$ cat config.mk
export PLATFORM = sky130hd
export DESIGN_NAME = port_bus_master
export DESIGN_NICKNAME = d
export VERILOG_FILES = /design/src/rtl/port_bus_master.sv
export SDC_FILE = /design/constraint.sdc
export NUM_CORES = 1
export LEC_CHECK = 0
export ABC_AREA = 1
export CORE_ASPECT_RATIO = 1.2
export CORE_MARGIN = 2
export CORE_UTILIZATION = 40
export DETAILED_ROUTE_END_ITERATION = 7
export GPL_TIMING_DRIVEN = 0
export PLACE_DENSITY = 0.64
export SKIP_LAST_GASP = 1
export SLEW_MARGIN = 30
export SYNTH_ARGS = -nofsm -noshare
export SYNTH_HDL_FRONTEND = slang
export SYNTH_SLANG_ARGS = --single-unit
$ cat constraint.sdc
create_clock -name clk -period 3.5 [get_ports clk]
set_input_delay 0.7 -clock clk [delete_from_list [all_inputs] [get_ports clk]]
set_output_delay 0.7 -clock clk [all_outputs]
set_load 0.03 [all_outputs]
$ cat src/rtl/port_bus_master.sv
// port_bus_master: scripted initiator for a KCPSM6-style port bus.
// Commands are queued in a small FIFO and replayed as write/read strobe
// cycles; read data is returned as a one-cycle response pulse, and the
// peripheral interrupt line is acknowledged between transactions.
module port_bus_master #(
    parameter int FIFO_DEPTH   = 4,
    parameter int READ_LATENCY = 1
) (
    input  logic       clk,
    input  logic       reset,
    input  logic       cmd_valid,
    output logic       cmd_ready,
    input  logic       cmd_rd,
    input  logic [7:0] cmd_port,
    input  logic [7:0] cmd_data,
    output logic       rsp_valid,
    output logic [7:0] rsp_port,
    output logic [7:0] rsp_data,
    output logic [7:0] port_id,
    output logic [7:0] out_port,
    input  logic [7:0] in_port,
    output logic       write_strobe,
    output logic       k_write_strobe,
    output logic       read_strobe,
    input  logic       interrupt,
    output logic       interrupt_ack,
    output logic [7:0] irq_count,
    output logic       busy
);

    localparam int          AW   = $clog2(FIFO_DEPTH);
    localparam logic [AW:0] FULL = (AW + 1)'(FIFO_DEPTH);
    localparam logic [1:0]  LAT  = 2'(READ_LATENCY);

    localparam logic [2:0] S_IDLE      = 3'd0;
    localparam logic [2:0] S_WRITE     = 3'd1;
    localparam logic [2:0] S_READ      = 3'd2;
    localparam logic [2:0] S_READ_WAIT = 3'd3;
    localparam logic [2:0] S_ACK       = 3'd4;

    // Entry layout: {rd, port, data}
    logic [16:0]   mem [FIFO_DEPTH];
    logic [AW-1:0] wr_ptr, rd_ptr;
    logic [AW:0]   count;
    logic [2:0]    state;
    logic [1:0]    wait_cnt;
    logic          int_prev, irq_pending;
    logic          push, pop, irq_rise;
    logic [16:0]   head;

    assign cmd_ready      = (count != FULL);
    assign push           = cmd_valid & cmd_ready;
    assign pop            = (state == S_IDLE) & ~irq_pending & (count != '0);
    assign head           = mem[rd_ptr];
    assign irq_rise       = interrupt & ~int_prev;

    assign write_strobe   = (state == S_WRITE);
    assign read_strobe    = (state == S_READ);
    assign interrupt_ack  = (state == S_ACK);
    assign k_write_strobe = 1'b0;
    assign busy           = (state != S_IDLE) | (count != '0);

    // Command storage; contents need no reset, validity lives in count
    always_ff @(posedge clk) begin
        if (push) mem[wr_ptr] <= {cmd_rd, cmd_port, cmd_data};
    end

    // FIFO pointers and occupancy; power-of-2 depth makes pointers wrap naturally
    always_ff @(posedge clk or posedge reset) begin
        if (reset) begin
            wr_ptr <= '0;
            rd_ptr <= '0;
            count  <= '0;
        end else begin
            if (push) wr_ptr <= wr_ptr + 1'b1;
            if (pop)  rd_ptr <= rd_ptr + 1'b1;
            case ({push, pop})
                2'b10:   count <= count + 1'b1;
                2'b01:   count <= count - 1'b1;
                default: count <= count;
            endcase
        end
    end

    // Interrupt edge capture; an edge landing in the ACK cycle keeps it pending
    always_ff @(posedge clk or posedge reset) begin
        if (reset) begin
            int_prev    <= 1'b0;
            irq_pending <= 1'b0;
        end else begin
            int_prev    <= interrupt;
            irq_pending <= irq_rise | (irq_pending & (state != S_ACK));
        end
    end

    // Bus sequencer: interrupts win over queued commands in IDLE
    always_ff @(posedge clk or posedge reset) begin
        if (reset) begin
            state     <= S_IDLE;
            port_id   <= '0;
            out_port  <= '0;
            wait_cnt  <= '0;
            rsp_valid <= 1'b0;
            rsp_port  <= '0;
            rsp_data  <= '0;
            irq_count <= '0;
        end else begin
            rsp_valid <= 1'b0;
            case (state)
                S_IDLE: begin
                    if (irq_pending) begin
                        state <= S_ACK;
                    end else if (pop) begin
                        port_id <= head[15:8];
                        if (head[16]) begin
                            state <= S_READ;
                        end else begin
                            out_port <= head[7:0];
                            state    <= S_WRITE;
                        end
                    end
                end
                S_WRITE: state <= S_IDLE;
                S_READ: begin
                    wait_cnt <= LAT;
                    state    <= S_READ_WAIT;
                end
                S_READ_WAIT: begin
                    if (wait_cnt == 2'd1) begin
                        rsp_data  <= in_port;
                        rsp_port  <= port_id;
                        rsp_valid <= 1'b1;
                        state     <= S_IDLE;
                    end else begin
                        wait_cnt <= wait_cnt - 1'b1;
                    end
                end
                S_ACK: begin
                    irq_count <= irq_count + 1'b1;
                    state     <= S_IDLE;
                end
                default: state <= S_IDLE;
            endcase
        end
    end

endmodule
## After elaboration in Yosys (flattened, before gate mapping)

Memories as Yosys holds them, arrays and structs flattened.
Cells that the tools add are included.

- Register bits after elaboration: 55
- Memory bits (writable): 68
- Input bits: 29
- Output and inout bits: 47
- Memories kept: 1

Memories:

| name | depth | bits a word | read ports | clocked after Yosys merged registers in | write ports | line | RTL |
|---|---|---|---|---|---|---|---|
| mem | 4 | 17 | 1 | 0 | 1 | 42 | `logic [16:0] mem [FIFO_DEPTH];` |

- Add/subtract/negate cells: 6
- Eq/ne operators: 12
- Multiplexer cells: 12
- Bitwise logic cells: 10
- Reductions and logical operators: 10

Operators with widths:

| operator | number |
|---|---|
| 2-to-1 mux 3 bit | 3 |
| inequality test 3 bit, second input constant | 3 |
| one-hot mux 3 bit (3 select lines) | 1 |
| adder 8 x 1 -> 8 bit, second input constant | 1 |
| equality test 3 x 2 -> 1 bit, second input constant | 2 |
| one-hot mux 3 bit (2 select lines) | 1 |
| AND reduction 2 bit | 3 |
| nonzero test 3 bit | 2 |
| AND 1 bit | 5 |
| adder 2 x 1 -> 2 bit, second input constant | 2 |
| equality test 2 x 1 -> 1 bit, second input constant | 2 |
| 2-to-1 mux 1 bit | 4 |
| 2-to-1 mux 2 bit | 2 |
| inequality test 2 bit, second input constant | 2 |
| one-hot mux 2 bit (2 select lines) | 1 |
| AND reduction 4 bit | 1 |
| nonzero test 2 bit | 2 |
| adder 3 x 1 -> 3 bit, second input constant | 1 |
| equality test 3 x 1 -> 1 bit, second input constant | 1 |
| equality test 3 bit, second input constant | 1 |
| zero test 3 bit | 1 |
| NOT 1 bit | 3 |
| AND reduction 3 bit | 1 |
| subtractor 3 x 1 -> 3 bit, second input constant | 1 |
| other kinds (3) | 4 |

## Longest topological paths before layout

- Depth in word-level cells: 6
- Depth in mapped cells: 11
- Mapped depth without buffers: 10

## Worst setup path before layout

No wires, ideal clock.

- Path kind: register to register
- Start: register count[0]
- End: register count[2]
- Library setup time: 0.131 ns
- Arrival time: 2.016 ns
- Required time: 3.369 ns
- Setup slack: 1.353 ns
- Cell stages (with the launch flop): 10
- Buffers on the path: 0
- Cells stage by stage: dfrtp_1 > inv_1 > nand3_1 > nand2_1 > ha_1 > inv_1 > fa_1 > a21oi_1 > o21ai_0 > xor2_1

- Word-level cells in the longest chain between the ends: 4
- Elaborated cells on any way between the ends: 10

RTL lines:

| item | line | RTL |
|---|---|---|
| start, declared | 44 | `logic [AW:0] count;` |
| start signal, assigned | 78 | `2'b10: count <= count + 1'b1;` |
| start signal, assigned | 79 | `2'b01: count <= count - 1'b1;` |
| start signal, assigned | 80 | `default: count <= count;` |
| inequality test 3 bit * | 51 | `assign cmd_ready = (count != FULL);` |
| net cmd_ready | 12 | `output logic cmd_ready,` |
| AND 1 bit * | 52 | `assign push = cmd_valid & cmd_ready;` |
| equality test 2 x 1 -> 1 bit / equality test 2 bit (equally long branches) | 77 | `case ({push, pop})` |
| one-hot mux 3 bit (2 select lines) / nonzero test 2 bit (equally long branches) | -- |  |

Mark *: on every way through the listed nets, which the timed path passes. The rest lies on a longest branch.
A chain may end at the register's enable or synchronous reset.

## Final worst setup path

- Start: register state[0]
- End: output interrupt_ack

- Word-level cells in the longest chain between the ends: 1

RTL lines:

| item | line | RTL |
|---|---|---|
| start, declared | 45 | `logic [2:0] state;` |
| start signal, assigned | 99 | `state <= S_IDLE;` |
| start signal, assigned | 112 | `state <= S_ACK;` |
| start signal, assigned | 116 | `state <= S_READ;` |
| equality test 3 bit | 59 | `assign interrupt_ack = (state == S_ACK);` |
| end, declared | 26 | `output logic interrupt_ack,` |

Every way passes these cells.

==> impl_metrics.json <==
{
  "core-area_um2": 12500,
  "yosys.area_share.simple": 0.178,
  "nets": 606,
  "crit_start": "state[0]$_DFFE_PP0P_",
  "cp_max_fo": 9,
  "worstPathRequired_ns": 2.80,
  "synth_edf_count": 68,
  "wirelength_um": 10200,
  "skew_ns": 0.00670,
  "max-vdd-ir-drop_uv": 495,
  "clk_latency_ns": 0.40,
  "initial_core_util": 0.404,
  "nFillCells": 1106,
  "finalCritPeriodShare": 0.779,
  "ant_nets": 0,
  "period_minus_slack_ns": 2.73,
  "die-area_um2": 13600,
  "p_per_area_nw_per_um2": 950,
  "grt_usage": 0.161,
  "cts_tree": "done",
  "avgViaCountPerCell": 4.69,
  "synth_compound_area_frac": 0.0597,
  "clockRootBuffer": "clkbuf_16",
  "grt_first_pass_wirelength_um": 16800,
  "p_leak_nw": 2.82,
  "tightest_slew_ns": 0.590,
  "drtPass1Iterations": 5,
  "async_flop_share": 0.447,
  "syn-cell-area_um2": 5050,
  "syn_avg_cell_area_um2": 10.7,
  "wl_per_cell_um": 13.7,
  "setup_viol": 0,
  "syn_nets": 511,
  "synth_mux_area_frac": 0,
  "antenna_cells": 0,
  "status": "finished clean",
  "vias": 3486,
  "die_y_um": 127,
  "dp_hpwl_um": 7040,
  "synth_cell_types": 30,
  "hp-start": "int_prev$_DFF_PP0_",
  "ys_seq_area_frac": 0.676,
  "clkTransAtPathRegs_ns": 0.05,
  "synth_top_family_by_area": "simple AND/OR/NAND/NOR gates",
  "antenna_found_initial": 0,
  "cts_buffers": 17,
  "fin_tns_setup_ns": 0,
  "gr-total-overflow": 0,
  "cts_setup_buffers": 0,
  "row_count": 45,
  "r2r-start": "state[0]$_DFFE_PP0P_",
  "maxSlewViolCount": 0,
  "synthAdderAreaFrac": 0.0213,
  "cts_hold_buf": 0,
  "dp_slack_ns": 0.795,
  "areaGrowthSynthToFinish_pct": 32.0,
  "worst_ep_arrival_time_ns": 2.03,
  "gp_congestion": 0.774,
  "io_pins": 76,
  "startpoint_type": "register",
  "io_buffers": 74,
  "rsz0062_at_grt": "no",
  "hp-class": "register to register",
  "cap_viol_max_count": 0,
  "relSlewSlack": 0.606,
  "synth_cells": 474,
  "grt_max_degree": 50,
  "finalHoldViolations": 0,
  "setup_slack_ns": 0.772,
  "ys.flop_type": "edfxtp_1",
  "grt_pass1_vias": 3535,
  "drtIter0Drc": 198,
  "crit_path_end_kind": "primary output",
  "synth_xor_area_frac": 0.0104,
  "htreeDepth": 4,
  "drive_above_1_share": 0.103,
  "floorplan.die.width_um": 107,
  "ys_warn_count": 0,
  "fmax_mhz": 367,
  "clockBufferDepth": 2,
  "post_cts_resized": 0,
  "crit_type": "register to primary output",
  "synth-seq-cells": 123,
  "cts.sinks": 123,
  "drc": 0
}
## worst max-delay path: stages (launching register included)
cell             delay, ns
dfrtp_1               0.42
nor2_4                0.17
nand2_1               0.16
inv_2                 0.17
clkdlybuf4s50_1       0.70
## area by class of cell
type                       count  area [µm²]  area share
clock inverter                12         175      0.0263
timing repair buffer          76         779       0.117
clock buffer                  18         429      0.0643
sequential                   123        3420       0.512
tap                          164         205      0.0308
buffer                        15         104      0.0156
inverter                      44         168      0.0251
multi-input combinational    292        1390       0.209
## per-layer routing
layer | wire [µm] | GRT usage | vias to the layer above
li1 | - | - | 1739
met1 | 4330 | 0.193 | 1638
met2 | 5120 | 0.273 | 93
met3 | 554 | 0.0418 | 16
met4 | 186 | 0.0703 | 0
met5 | 0 | 0 | -
## synthesized netlist by cell type, types with 2 or more instances
master      n  area [µm²]
a21oi_1     4        20.0
buf_2       7        35.0
buf_4       4        30.0
buf_6       3        33.8
dfrtp_1    55        1380
edfxtp_1   68        2040
ha_1        7        87.6
inv_1      39         146
inv_2       4        15.0
nand2_1   133         499
nand2_2     2        12.5
nand3_1    18        90.1
nand4_1     2        12.5
nor2_1     54         203
nor3_1      2        10.0
o21ai_0    50         250
o21ai_1     5        25.0
xnor2_1     2        17.5
xor2_1      4        35.0
## state kept, by name, summed over array words and instances (netlist names)
signal       cells
rd_ptr           2
irq_count        8
irq_pending      1
port_id          8
rsp_data         8
out_port         8
mem             68
wr_ptr           2
state            3
rsp_valid        1
wait_cnt         2
int_prev         1
rsp_port         8
count            3
## metrics by stage
step | hold slack, ns | power, W | util | instances | cell area (µm²)
3_5_place_dp | 0.443 | 0.00463 | 0.485 | 714 | 6070
4_1_cts | 0.451 | 0.00641 | 0.534 | 744 | 6670
5_1_grt | 0.467 | 0.00673 | 0.534 | 744 | 6670
6_report | 0.448 | 0.00634 | 0.534 | 744 | 6670
3_3_place_gp | 0.424 | 0.00453 | 0.480 | 712 | 6000
2_1_floorplan | 0.410 | 0.00370 | - | 474 | 5050
## where the power goes
part / internal (W) / leakage (nW) / switching, W
Sequential: 0.00198 / 1.31 / 0.000208
Clock: 0.00118 / 0.278 / 0.000585
Combinational: 0.000866 / 1.24 / 0.00152
Total: 0.00403 / 2.82 / 0.00231
## cell families after synthesis
kind of cell | Yosys count
other | 1
AND/OR/NAND/NOR | 217
adder cells (fa/ha/maj) | 8
buffers and inverters | 59
XOR/XNOR | 6
flip-flops | 123
AO/OA/AOI/OAI | 60
## cells in the final DEF (no fill, tap or decap), types with 4 or more instances in the layout
| master | count |
|---|---|
| buf_2 | 7 |
| o21ai_1 | 5 |
| nand2_1 | 133 |
| dfrtp_1 | 55 |
| clkdlybuf4s50_1 | 74 |
| a21oi_1 | 4 |
| inv_2 | 4 |
| xor2_1 | 4 |
| buf_6 | 4 |
| nor2_4 | 4 |
| clkinvlp_4 | 5 |
| inv_1 | 38 |
| buf_4 | 4 |
| nor2_1 | 50 |
| edfxtp_1 | 68 |
| ha_1 | 7 |
| nand3_1 | 18 |
| bufinv_16 | 4 |
| o21ai_0 | 50 |
| clkbuf_16 | 17 |
## final timing paths
path,to,slack (ns),cells after the start
setup / recovery,interrupt_ack,0.77,4
hold / removal,irq_pending$_DFF_PP0_,0.45,1
setup reg to reg,count[2]$_DFFE_PP0P_,1.26,10
hold reg to reg,irq_pending$_DFF_PP0_,0.45,1
max in group asynchronous,rd_ptr[1]$_DFFE_PP0P_,2.51,3
min in group asynchronous,rsp_data[7]$_DFFE_PP0P_,0.53,2
(Power assumes the default switching activity.)
